`src/rtl/sr_cmd_if.sv`:
```
// Command bus between a request source and sr_cmd_conditioner.
// Raw request lines in, conditioned s/r drive and status out.
interface sr_cmd_if;
    logic set_raw;
    logic clr_raw;
    logic s;
    logic r;
    logic busy;
    logic conflict;

    modport master (
        output set_raw,
        output clr_raw,
        input  s,
        input  r,
        input  busy,
        input  conflict
    );

    modport slave (
        input  set_raw,
        input  clr_raw,
        output s,
        output r,
        output busy,
        output conflict
    );
endinterface

```
`src/rtl/sr_cmd_conditioner.sv`:
```
// Conditions raw async set/clear requests into clean registered
// s/r pulses: sync, debounce, edge detect, arbitrate, pulse.
module sr_cmd_conditioner #(
    parameter int unsigned DB_CYCLES      = 4,
    parameter int unsigned PULSE_LEN      = 1,
    parameter bit          PRIORITY_RESET = 1'b1
) (
    input logic     clk,
    input logic     rst_n,
    sr_cmd_if.slave bus
);
    typedef enum logic [1:0] {
        IDLE,
        DRIVE_S,
        DRIVE_R,
        GAP
    } state_t;

    localparam logic [3:0] DB_MAX = 4'(DB_CYCLES - 1);
    localparam logic [3:0] PL_MAX = 4'(PULSE_LEN - 1);

    // Channel index 0 is set, 1 is clear.
    logic [1:0] r_sync1;
    logic [1:0] r_sync2;
    logic [1:0] r_db;
    logic [1:0] r_db_d;
    logic [1:0] r_pend;
    logic [3:0] r_cnt [2];
    state_t     r_state;
    logic [3:0] r_pcnt;
    logic       r_s;
    logic       r_r;
    logic       r_busy;
    logic       r_conflict;

    logic [1:0] w_rise;
    logic [1:0] w_req;
    logic [1:0] w_clear;
    state_t     w_next;
    logic [3:0] w_pcnt_nxt;
    logic       w_conflict;

    assign w_rise = r_db & ~r_db_d;
    assign w_req  = r_pend | w_rise;

    // Two-flop synchronizer; the only logic touching the raw lines.
    always_ff @(posedge clk or negedge rst_n) begin
        if (!rst_n) begin
            r_sync1 <= '0;
            r_sync2 <= '0;
        end else begin
            r_sync1 <= {bus.clr_raw, bus.set_raw};
            r_sync2 <= r_sync1;
        end
    end

    // Debounce: toggle after DB_CYCLES consecutive disagreeing cycles.
    always_ff @(posedge clk or negedge rst_n) begin
        if (!rst_n) begin
            r_db   <= '0;
            r_db_d <= '0;
            r_cnt  <= '{default: '0};
        end else begin
            r_db_d <= r_db;
            for (int i = 0; i < 2; i++) begin
                if (r_sync2[i] != r_db[i]) begin
                    if (r_cnt[i] == DB_MAX) begin
                        r_db[i]  <= ~r_db[i];
                        r_cnt[i] <= '0;
                    end else begin
                        r_cnt[i] <= r_cnt[i] + 4'd1;
                    end
                end else begin
                    r_cnt[i] <= '0;
                end
            end
        end
    end

    // Next state, pulse counter and arbitration decisions.
    always_comb begin
        w_next     = r_state;
        w_pcnt_nxt = r_pcnt;
        w_clear    = 2'b00;
        w_conflict = 1'b0;
        unique case (r_state)
            IDLE: begin
                w_pcnt_nxt = '0;
                if (w_req == 2'b11) begin
                    w_conflict = 1'b1;
                    w_clear    = 2'b11;
                    w_next     = PRIORITY_RESET ? DRIVE_R : DRIVE_S;
                end else if (w_req[0]) begin
                    w_clear = 2'b01;
                    w_next  = DRIVE_S;
                end else if (w_req[1]) begin
                    w_clear = 2'b10;
                    w_next  = DRIVE_R;
                end
            end
            DRIVE_S, DRIVE_R: begin
                if (r_pcnt == PL_MAX) begin
                    w_pcnt_nxt = '0;
                    w_next     = GAP;
                end else begin
                    w_pcnt_nxt = r_pcnt + 4'd1;
                end
            end
            GAP: w_next = IDLE;
            default: w_next = IDLE;
        endcase
    end

    // State, pending flags and registered outputs move together.
    always_ff @(posedge clk or negedge rst_n) begin
        if (!rst_n) begin
            r_state    <= IDLE;
            r_pcnt     <= '0;
            r_pend     <= '0;
            r_s        <= 1'b0;
            r_r        <= 1'b0;
            r_busy     <= 1'b0;
            r_conflict <= 1'b0;
        end else begin
            r_state    <= w_next;
            r_pcnt     <= w_pcnt_nxt;
            r_pend     <= w_req & ~w_clear;
            r_s        <= (w_next == DRIVE_S);
            r_r        <= (w_next == DRIVE_R);
            r_busy     <= (w_next != IDLE);
            r_conflict <= w_conflict;
        end
    end

    assign bus.s        = r_s;
    assign bus.r        = r_r;
    assign bus.busy     = r_busy;
    assign bus.conflict = r_conflict;
endmodule

```
`src/flat_wrapper.sv`:
```
// flat-port wrapper written by rule: the top's interface ports become plain ports
module sr_cmd_conditioner_flat 
#(
    parameter int unsigned DB_CYCLES      = 4,
    parameter int unsigned PULSE_LEN      = 1,
    parameter bit          PRIORITY_RESET = 1'b1
)
  (clk, rst_n, bus_set_raw, bus_clr_raw, bus_s, bus_r, bus_busy, bus_conflict);
  sr_cmd_if bus_i ();
  input logic clk;
  input logic rst_n;
  input wire logic [$bits(bus_i.set_raw)-1:0] bus_set_raw;
  input wire logic [$bits(bus_i.clr_raw)-1:0] bus_clr_raw;
  output wire logic [$bits(bus_i.s)-1:0] bus_s;
  output wire logic [$bits(bus_i.r)-1:0] bus_r;
  output wire logic [$bits(bus_i.busy)-1:0] bus_busy;
  output wire logic [$bits(bus_i.conflict)-1:0] bus_conflict;
  assign bus_i.set_raw = bus_set_raw;
  assign bus_i.clr_raw = bus_clr_raw;
  assign bus_s = bus_i.s;
  assign bus_r = bus_i.r;
  assign bus_busy = bus_i.busy;
  assign bus_conflict = bus_i.conflict;
  sr_cmd_conditioner #(.DB_CYCLES(DB_CYCLES), .PULSE_LEN(PULSE_LEN), .PRIORITY_RESET(PRIORITY_RESET)) u_core (.clk(clk), .rst_n(rst_n), .bus(bus_i));
endmodule
```
`config.mk`:
```
export PLATFORM = sky130hd
export DESIGN_NAME = sr_cmd_conditioner_flat
export DESIGN_NICKNAME = d
export VERILOG_FILES = /design/src/rtl/sr_cmd_if.sv /design/src/rtl/sr_cmd_conditioner.sv /design/src/flat_wrapper.sv
export SDC_FILE = /design/constraint.sdc
export NUM_CORES = 1
export LEC_CHECK = 0
export CAP_MARGIN = 25
export CORE_ASPECT_RATIO = 1.5
export CORE_MARGIN = 2
export CORE_UTILIZATION = 50
export CTS_BUF_LIST = sky130_fd_sc_hd__clkbuf_8
export CTS_CLUSTER_SIZE = 10
export DETAILED_ROUTE_END_ITERATION = 8
export PLACE_DENSITY_LB_ADDON = 0.2
export SLEW_MARGIN = 10
export SYNTH_ARGS = -nofsm -noshare
export SYNTH_HDL_FRONTEND = slang
export SYNTH_SLANG_ARGS = --single-unit
```
`constraint.sdc`:
```
create_clock -name clk -period 2.25 [get_ports clk]
set_input_delay 0.45 -clock clk [delete_from_list [all_inputs] [get_ports clk]]
set_output_delay 0.45 -clock clk [all_outputs]
set_load 0.05 [all_outputs]
```
==> results of run 1 <==
## cells in the mapped netlist
master,n
a2111oi_2,1
a21boi_1,1
a21oi_1,2
a22o_1,2
a311oi_1,1
a31oi_1,1
and2b_1,1
dfrtp_1,28
ha_1,7
inv_1,4
inv_2,1
mux2_1,1
mux2_2,2
nand2_1,3
nand2b_1,4
nand3_1,4
nand3b_1,2
nand4_1,1
nand4b_1,1
nor2_1,8
nor2b_1,5
nor3_1,2
nor3b_1,5
o211a_1,1
o21ai_0,6
o41ai_1,1
or2_1,1
or2_2,1
or3b_1,1
or4_4,1
xnor2_1,2
xor2_1,2
## area by class of cell
type	instances	share of cell area
clock buffer	3	0.0301
inverter	5	0.0137
multi-input combinational	70	0.368
sequential	28	0.510
tap	24	0.0219
timing repair buffer	8	0.0565
## flip-flops by register name, indices dropped and copies added, names as in the netlist, 2 cells and up
register / cells
u_core.r_cnt: 8
u_core.r_db: 2
u_core.r_db_d: 2
u_core.r_sync1: 2
u_core.r_sync2: 2
u_core.r_state: 2
u_core.r_pend: 2
u_core.r_pcnt: 4
## through the flow
step	worst slack [ns]	hold WS [ns]	area (um^2)	utilization	instances
final	0.418	0.354	1370	0.574	138
after global routing	0.369	0.360	1370	0.574	138
after CTS	0.405	0.356	1370	0.574	138
after detailed placement	0.615	0.336	1330	0.556	135
after global placement	0.669	0.334	1330	0.556	135
after floorplan	0.709	0.154	1220	-	103
## power by group through the flow
| stage | combinational, mW | clock [mW] | sequential [mW] |
|---|---|---|---|
| global route | 0.818 | 0.286 | 0.753 |
| detailed placement | 0.728 | 0 | 0.745 |
| CTS | 0.736 | 0.266 | 0.734 |
| floorplan | 0.454 | 0 | 0.821 |
| finish | 0.731 | 0.253 | 0.732 |
| global placement | 0.712 | 0 | 0.735 |
## routing by layer
layer / global-route usage / vias to the layer above / part of all wire
met5: 0 / - / 0
met2: 0.261 / 11 / 0.51
li1: - / 382 / -
met3: 0.0251 / 4 / 0.022
met1: 0.193 / 387 / 0.45
met4: 0.0682 / 0 / 0.015
## cell families after synthesis
| logic type | share of synthesized area |
|---|---|
| AO/OA/AOI/OAI | 0.0930 |
| XOR/XNOR | 0.0286 |
| adder cells (fa/ha/maj) | 0.0715 |
| buffers and inverters | 0.0153 |
| flip-flops | 0.572 |
| multiplexers | 0.0276 |
| AND/OR/NAND/NOR | 0.192 |
## worst paths after layout
path / endpoint / depth (start not counted)
worst max register to register: u_core.bus.s / 5
worst max-delay path: bus_conflict / 1
max in group asynchronous: u_core.r_cnt[1] / 2
worst min-delay path: u_core.r_sync2[1] / 0
min in group asynchronous: u_core.r_cnt[4] / 2
worst min register to register: u_core.r_sync2[1] / 0
==> metrics.yaml, run 1 <==
ys_seq_area_frac: 0.572
grt-ovfl-total: 0
cap_viol_max_count: 0
cp-end-kind: "output port"
place_congestion: 0.770
hold_class: "flip-flop to flip-flop"
p_seq_frac: 0.427
num_io_pins: 8
final_cell_mix: "dfrtp_1 (28), nor2_1 (8), ha_1 (7), clkdlybuf4s50_1 (7), o21ai_0 (6)"
rsz0062_at_grt: "false"
die_area_mm2: 0.00287
diodes: 0
wl_per_cell_um: 13.3
drt-total-wl_mm: 1.83
ant_nets: 0
drc_errors: 0
postSynthAreaPerCell_um2: 11.9
cts.sinks: 28
swShare: 0.379
netlist_area_mm2: 0.00122
max_freq_mhz: 546
synth_seq_cells: 28
insertion_delay_ns: 0.26
peakVddDrop_v: 0.000703
syn_nets: 114
grt_start_max_net_pins: 29
clock_path_buffers: 2
powerDensity_mw_per_mm2: 1250
num_rows: 22
path_cells: "clkdlybuf4s50_1"
multi_input_area_um2: 505
hpwlAfterDp_mm: 1.37
cts_tree: "yes"
slew_viol_final: 0
p_total_mw: 1.72
grt_pass1_wl_mm: 3.37
worstMarginPinSlew_ns: 0.490
fin_tns_setup_ns: 0
nFillCells: 209
timing.final.crit_period_ns: 1.83
cts_max_level: 1
crit_slowest_cell: "clkdlybuf4s50_1"
ys_warn_count: 0
syn_inst: 103
syn_to_final_growth_pct: 12.2
path_buf_inv: 1
via_per_inst: 5.68
dr.pass1.iters: 4
critical_path_class: "flip-flop to output port"
path_delay_family: "buffers and inverters"
numCtsBuffers: 3
outcome: "completed"
final_common_cell: "dfrtp_1"
min_period_over_period: 0.814
nNetsFinal: 127
min_from: "u_core.r_sync1[1]"
clk_pin_slew_ns: 0.08
antenna_found_initial: 0
required_ns: 1.80
ff2ff_setup_slack_ns: 0.60
port_buffers: 7
vias: 784
cp_data_arrival_time_ns: 1.38
hold_viol_final: 0
die_h_um: 64.6
finalSetupViolCount: 0
drive_above_1_share: 0.0877
regArea_um2: 701
first_global_vias: 781
clockPowerShare: 0.147
start_util: 0.511
cts_hold_buf: 0
cpPeakStageDelay_ns: 0.79
r2r_start: "u_core.r_state[0]"
grt.total_usage: 0.156
die_x_um: 44.4
synth_cell_types: 32
synth.top_cells.by_area: "dfrtp_1 (57%), ha_1 (7.2%), nor3b_1 (3.1%), nor2b_1 (2.6%), o21ai_0 (2.5%)"
relSlewSlack: 0.672
cts_setup_buffers: 0
cts_resized: 0
root_buffer: "clkbuf_8"
switchingPower_uw: 651
synth_area_leader_cell: "dfrtp_1"
drt_iter0_drc: 8
p_int_mw: 1.07
synth_top_area_frac: 0.572
power.share.combinational: 0.426
coreArea_mm2: 0.00239
cp_max_fo: 1
startpoint_type: "flip-flop"
crit_start: "u_core.bus.conflict"
power.leakage_nw: 0.629
skew_ns: 0.00119
Note: power is estimated with default switching activity, not from simulation.
==> run 2, diff against run 1 <==
==> constraint.sdc (replaced) <==
create_clock -name clk -period 1.55 [get_ports clk]
set_input_delay 0.31 -clock clk [delete_from_list [all_inputs] [get_ports clk]]
set_output_delay 0.31 -clock clk [all_outputs]
set_load 0.05 [all_outputs]
==> metrics.yaml, run 2 (same netlist as run 1, synthesis figures left out) <==
cp_max_fo: 3
peakVddDrop_v: 0.00101
hold_viol_final: 0
cp-end-kind: "flip-flop"
crit_start: "u_core.r_state[1]"
grt-ovfl-total: 0
skew_ns: 0.00239
final_common_cell: "dfrtp_1"
cts_tree: "yes"
worstMarginPinSlew_ns: 0.455
cp_data_arrival_time_ns: 1.66
cts_max_level: 1
drt_iter0_drc: 7
start_util: 0.511
largest_reg_flops: 8
top_layer: "met4"
min_period_over_period: 0.964
via_per_inst: 5.52
ant_nets: 0
cts_hold_buf: 0
diodes: 0
relSlewSlack: 0.696
startpoint_type: "flip-flop"
powerDensity_mw_per_mm2: 1880
die_x_um: 44.4
fin_tns_setup_ns: 0
clock_path_buffers: 2
crit_end: "u_core.bus.s"
max_freq_mhz: 669
required_ns: 1.71
nNetsFinal: 135
root_buffer: "clkbuf_8"
antenna_found_initial: 0
wl_met3_um: 43
postPlaceCellArea_mm2: 0.00138
num_rows: 22
wl_met1_um: 876
ff2ff_setup_slack_ns: 0.06
die_area_mm2: 0.00287
rr_endpoint: "u_core.bus.s"
route.met2.wl_mm: 1.17
dr.pass1.iters: 4
grt_start_max_net_pins: 29
rsz0062_at_grt: "false"
finalSetupViolCount: 0
syn_to_final_growth_pct: 20.7
timing.final.crit_period_ns: 1.49
final_area_mm2: 0.00148
drt-total-wl_mm: 2.13
regMostFlops: "u_core.r_cnt"
drc_errors: 0
drive_above_1_share: 0.252
cap_viol_max_count: 0
top_regs: "u_core.r_cnt: 8 flops, u_core.r_pcnt: 4 flops"
port_buffers: 7
vias: 812
clk_pin_slew_ns: 0.09
hold_class: "flip-flop to flip-flop"
final_cell_mix: "dfrtp_1 (28), buf_4 (12), nor2_1 (8)"
outcome: "completed"
insertion_delay_ns: 0.27
r2r_start: "u_core.r_state[1]"
grt_pass1_wl_mm: 3.71
power.leakage_nw: 0.682
grt.total_usage: 0.176
wl_per_cell_um: 14.5
hpwlAfterDp_mm: 1.57
hold_depth: 0
critical_path_class: "flip-flop to flip-flop"
coreArea_mm2: 0.00239
place_congestion: 0.847
rr_worst_depth: 5
slew_viol_final: 0
numCtsBuffers: 3
num_io_pins: 8
cts.sinks: 28
first_global_vias: 847
die_h_um: 64.6
-- run 2: layout make-up --
| class | count | area [um^2] |
|---|---|---|
| multi-input combinational | 70 | 534 |
| inverter | 5 | 18.8 |
| sequential | 28 | 701 |
| tap | 24 | 30.0 |
| fill | 209 | 916 |
| clock buffer | 4 | 55.1 |
| timing repair buffer | 16 | 140 |
-- run 2: per-stage QoR --
stage	instances	hold WS (ns)	utilization	power, mW	worst slack (ns)
after floorplan	103	0.0144	-	1.85	0.00896
after global placement	141	0.333	0.576	2.19	0.0650
after detailed placement	141	0.340	0.576	2.25	0.00357
after CTS	145	0.363	0.599	2.71	0.0306
after global routing	147	0.366	0.618	3.01	0.0122
final	147	0.358	0.618	2.79	0.0554
-- run 2: routing by layer --
metal	vias to the layer above	global-route usage
met5	-	0
met2	7	0.327
met4	0	0.0682
li1	398	-
met1	403	0.191
met3	4	0.0251
-- run 2: worst min-delay path by stage --
stage	startpoint	end	slack, ns
2_1_floorplan	rst_n	u_core.bus.busy	0.01
3_3_place_gp	u_core.r_sync1[1]	u_core.r_sync2[1]	0.33
3_5_place_dp	u_core.r_sync1[0]	u_core.r_sync2[0]	0.34
4_1_cts	u_core.r_sync1[0]	u_core.r_sync2[0]	0.36
5_1_grt	u_core.r_sync1[0]	u_core.r_sync2[0]	0.37
6_report	u_core.r_sync1[0]	u_core.r_sync2[0]	0.36
-- run 2: where the power goes --
part / internal [mW] / switching, mW
Sequential: 0.931 / 0.132
Combinational: 0.597 / 0.691
Clock: 0.227 / 0.209
-- run 2: what timing repair did --
action | 4_1_cts | 5_1_grt
buffers inserted | 0 | 2
hold endpoints to repair | 0 | 0
setup endpoints to repair | 1 | 7
gates resized for setup | 1 | 9
-- run 2: critical path, stage by stage (launching register included) --
cell and delay [ns]:
dfrtp_1 0.42, inv_2 0.07, ha_2 0.18, inv_2 0.05, or4_4 0.53, o211a_1 0.15
==> run 3, diff against run 2 <==
--- a/config.mk
+++ b/config.mk
@@ -6,13 +6,13 @@
 export NUM_CORES = 1
 export LEC_CHECK = 0
 export CAP_MARGIN = 25
-export CORE_ASPECT_RATIO = 1.5
 export CORE_MARGIN = 2
 export CORE_UTILIZATION = 50
 export CTS_BUF_LIST = sky130_fd_sc_hd__clkbuf_8
 export CTS_CLUSTER_SIZE = 10
 export DETAILED_ROUTE_END_ITERATION = 8
 export PLACE_DENSITY_LB_ADDON = 0.2
+export SKIP_LAST_GASP = 1
 export SLEW_MARGIN = 10
 export SYNTH_ARGS = -nofsm -noshare
 export SYNTH_HDL_FRONTEND = slang
==> metrics.yaml, run 3 (same netlist as run 1, synthesis figures left out) <==
coreArea_mm2: 0.00225
drt-total-wl_mm: 1.94
grt-ovfl-total: 0
die_x_um: 53.5
hpwlAfterDp_mm: 1.47
cts_hold_buf: 0
dp_cells: 143
first_global_vias: 814
p_total_mw: 2.61
grt_pass1_wl_mm: 3.54
cpPeakStageDelay_ns: 0.42
startpoint_type: "flip-flop"
top_regs: "u_core.r_cnt: 8 flops, u_core.r_pcnt: 4 flops"
vias: 796
ant_nets: 0
critical_path_class: "flip-flop to flip-flop"
whs_endpoint: "u_core.r_sync2[1]"
path_delay_family: "flip-flops"
ff2ff_setup_slack_ns: 0.02
num_rows: 17
final_cell_mix: "dfrtp_1 (28), nor2_1 (8), buf_4 (8)"
dr.pass1.iters: 4
postPlaceCellArea_mm2: 0.00137
clk_pin_slew_ns: 0.08
insertion_delay_ns: 0.26
required_ns: 1.75
cts_tree: "yes"
post-route-util: 0.628
slew_viol_final: 0
worstMarginPinSlew_ns: 0.402
hold_class: "flip-flop to flip-flop"
max_freq_mhz: 656
powerDensity_mw_per_mm2: 1840
grt.total_usage: 0.174
largest_reg_flops: 8
port_buffers: 7
r2r_start: "u_core.r_pcnt[1]"
relSlewSlack: 0.732
die_area_mm2: 0.00286
min_from: "u_core.r_sync1[1]"
antenna_found_initial: 0
hold_depth: 0
final_common_cell: "dfrtp_1"
cp-end-kind: "flip-flop"
peakVddDrop_v: 0.00110
die_h_um: 53.5
diodes: 0
path_buf_inv: 1
rr_worst_depth: 5
timing.final.crit_period_ns: 1.53
drc_errors: 0
skew_ns: 0.00355
drive_above_1_share: 0.169
cts_max_level: 1
via_per_inst: 5.45
numCtsBuffers: 3
cap_viol_max_count: 0
cp_max_fo: 4
clock_path_buffers: 2
min_period_over_period: 0.984
nNetsFinal: 131
rsz0062_at_grt: "true"
regMostFlops: "u_core.r_cnt"
fin_cells: 146
cts.sinks: 28
path_cells: "inv_1, ha_1, or3b_1, a21boi_1, o211a_1"
drt_iter0_drc: 6
rr_endpoint: "u_core.bus.s"
place_congestion: 0.911
outcome: "completed"
start_util: 0.543
power.leakage_nw: 0.659
final_area_mm2: 0.00142
grt_start_max_net_pins: 29
hold_viol_final: 0
syn_to_final_growth_pct: 15.6
hold_ws_ns: 0.359
crit_slowest_cell: "dfrtp_1"
wl_per_cell_um: 13.3
cp_data_arrival_time_ns: 1.73
finalSetupViolCount: 0
root_buffer: "clkbuf_8"
num_io_pins: 8
## run 3: cell count changes in the layout (fill, tap and decap cells not counted), sizes merged
cell / change
buf: -4
clkbuf: -1
## run 3: routing by layer
metal  track usage  routed length, um  vias up
met5             0                  0        -
met4        0.0513                 21        0
met3        0.0254                 62        4
met2         0.296                894       11
met1         0.227                963      391
li1              -                  -      390
## run 3: report_power, final
part / total [mW] / internal, mW / switching, mW
combinational: 1.18 / 0.509 / 0.669
clock: 0.369 / 0.174 / 0.195
sequential: 1.07 / 0.931 / 0.134
## run 3: worst max-delay path by stage
| stage | start | endpoint | slack (ns) | cells past startpoint |
|---|---|---|---|---|
| CTS | u_core.r_state[1] | u_core.bus.s | 0.002 | 5 |
| finish | u_core.r_pcnt[1] | u_core.bus.s | 0.02 | 5 |
| floorplan | u_core.r_state[0] | u_core.bus.s | 0.009 | 5 |
| global route | u_core.r_pcnt[1] | u_core.bus.s | -0.05 | 5 |
| detailed placement | u_core.r_state[1] | u_core.bus.s | 0.02 | 5 |
| global placement | u_core.r_state[1] | u_core.bus.s | 0.07 | 5 |
## run 3: layout make-up
class / instances / area (um^2)
Inverter: 5 / 18.8
Multi-Input combinational cell: 70 / 510
Tap cell: 28 / 35.0
Timing Repair Buffer: 12 / 110
Clock buffer: 3 / 41.3
Fill cell: 177 / 838
Sequential cell: 28 / 701
## run 3: worst register-to-register path, delay by kind of cell, from the launching register on
kind | cells | cell delay, ns
buf+inv | 1 | 0.07
flops | 1 | 0.42
fa+ha+maj | 1 | 0.17
simple gates | 1 | 0.40
compound gates | 2 | 0.40
## run 3: repair_timing
item / CTS / global route
setup endpoints to repair: 0 / 5
endpoints found under the hold margin: 0 / 0
gates resized for setup: 0 / 3
buffers inserted: 0 / 0
## run 3: per-stage QoR
stage / setup slack [ns] / TNS (ns)
after global placement: 0.0655 / 0
after detailed placement: 0.0197 / 0
after floorplan: 0.00896 / 0
final: 0.0248 / 0
after CTS: 0.00221 / 0
after global routing: -0.0493 / -0.0848
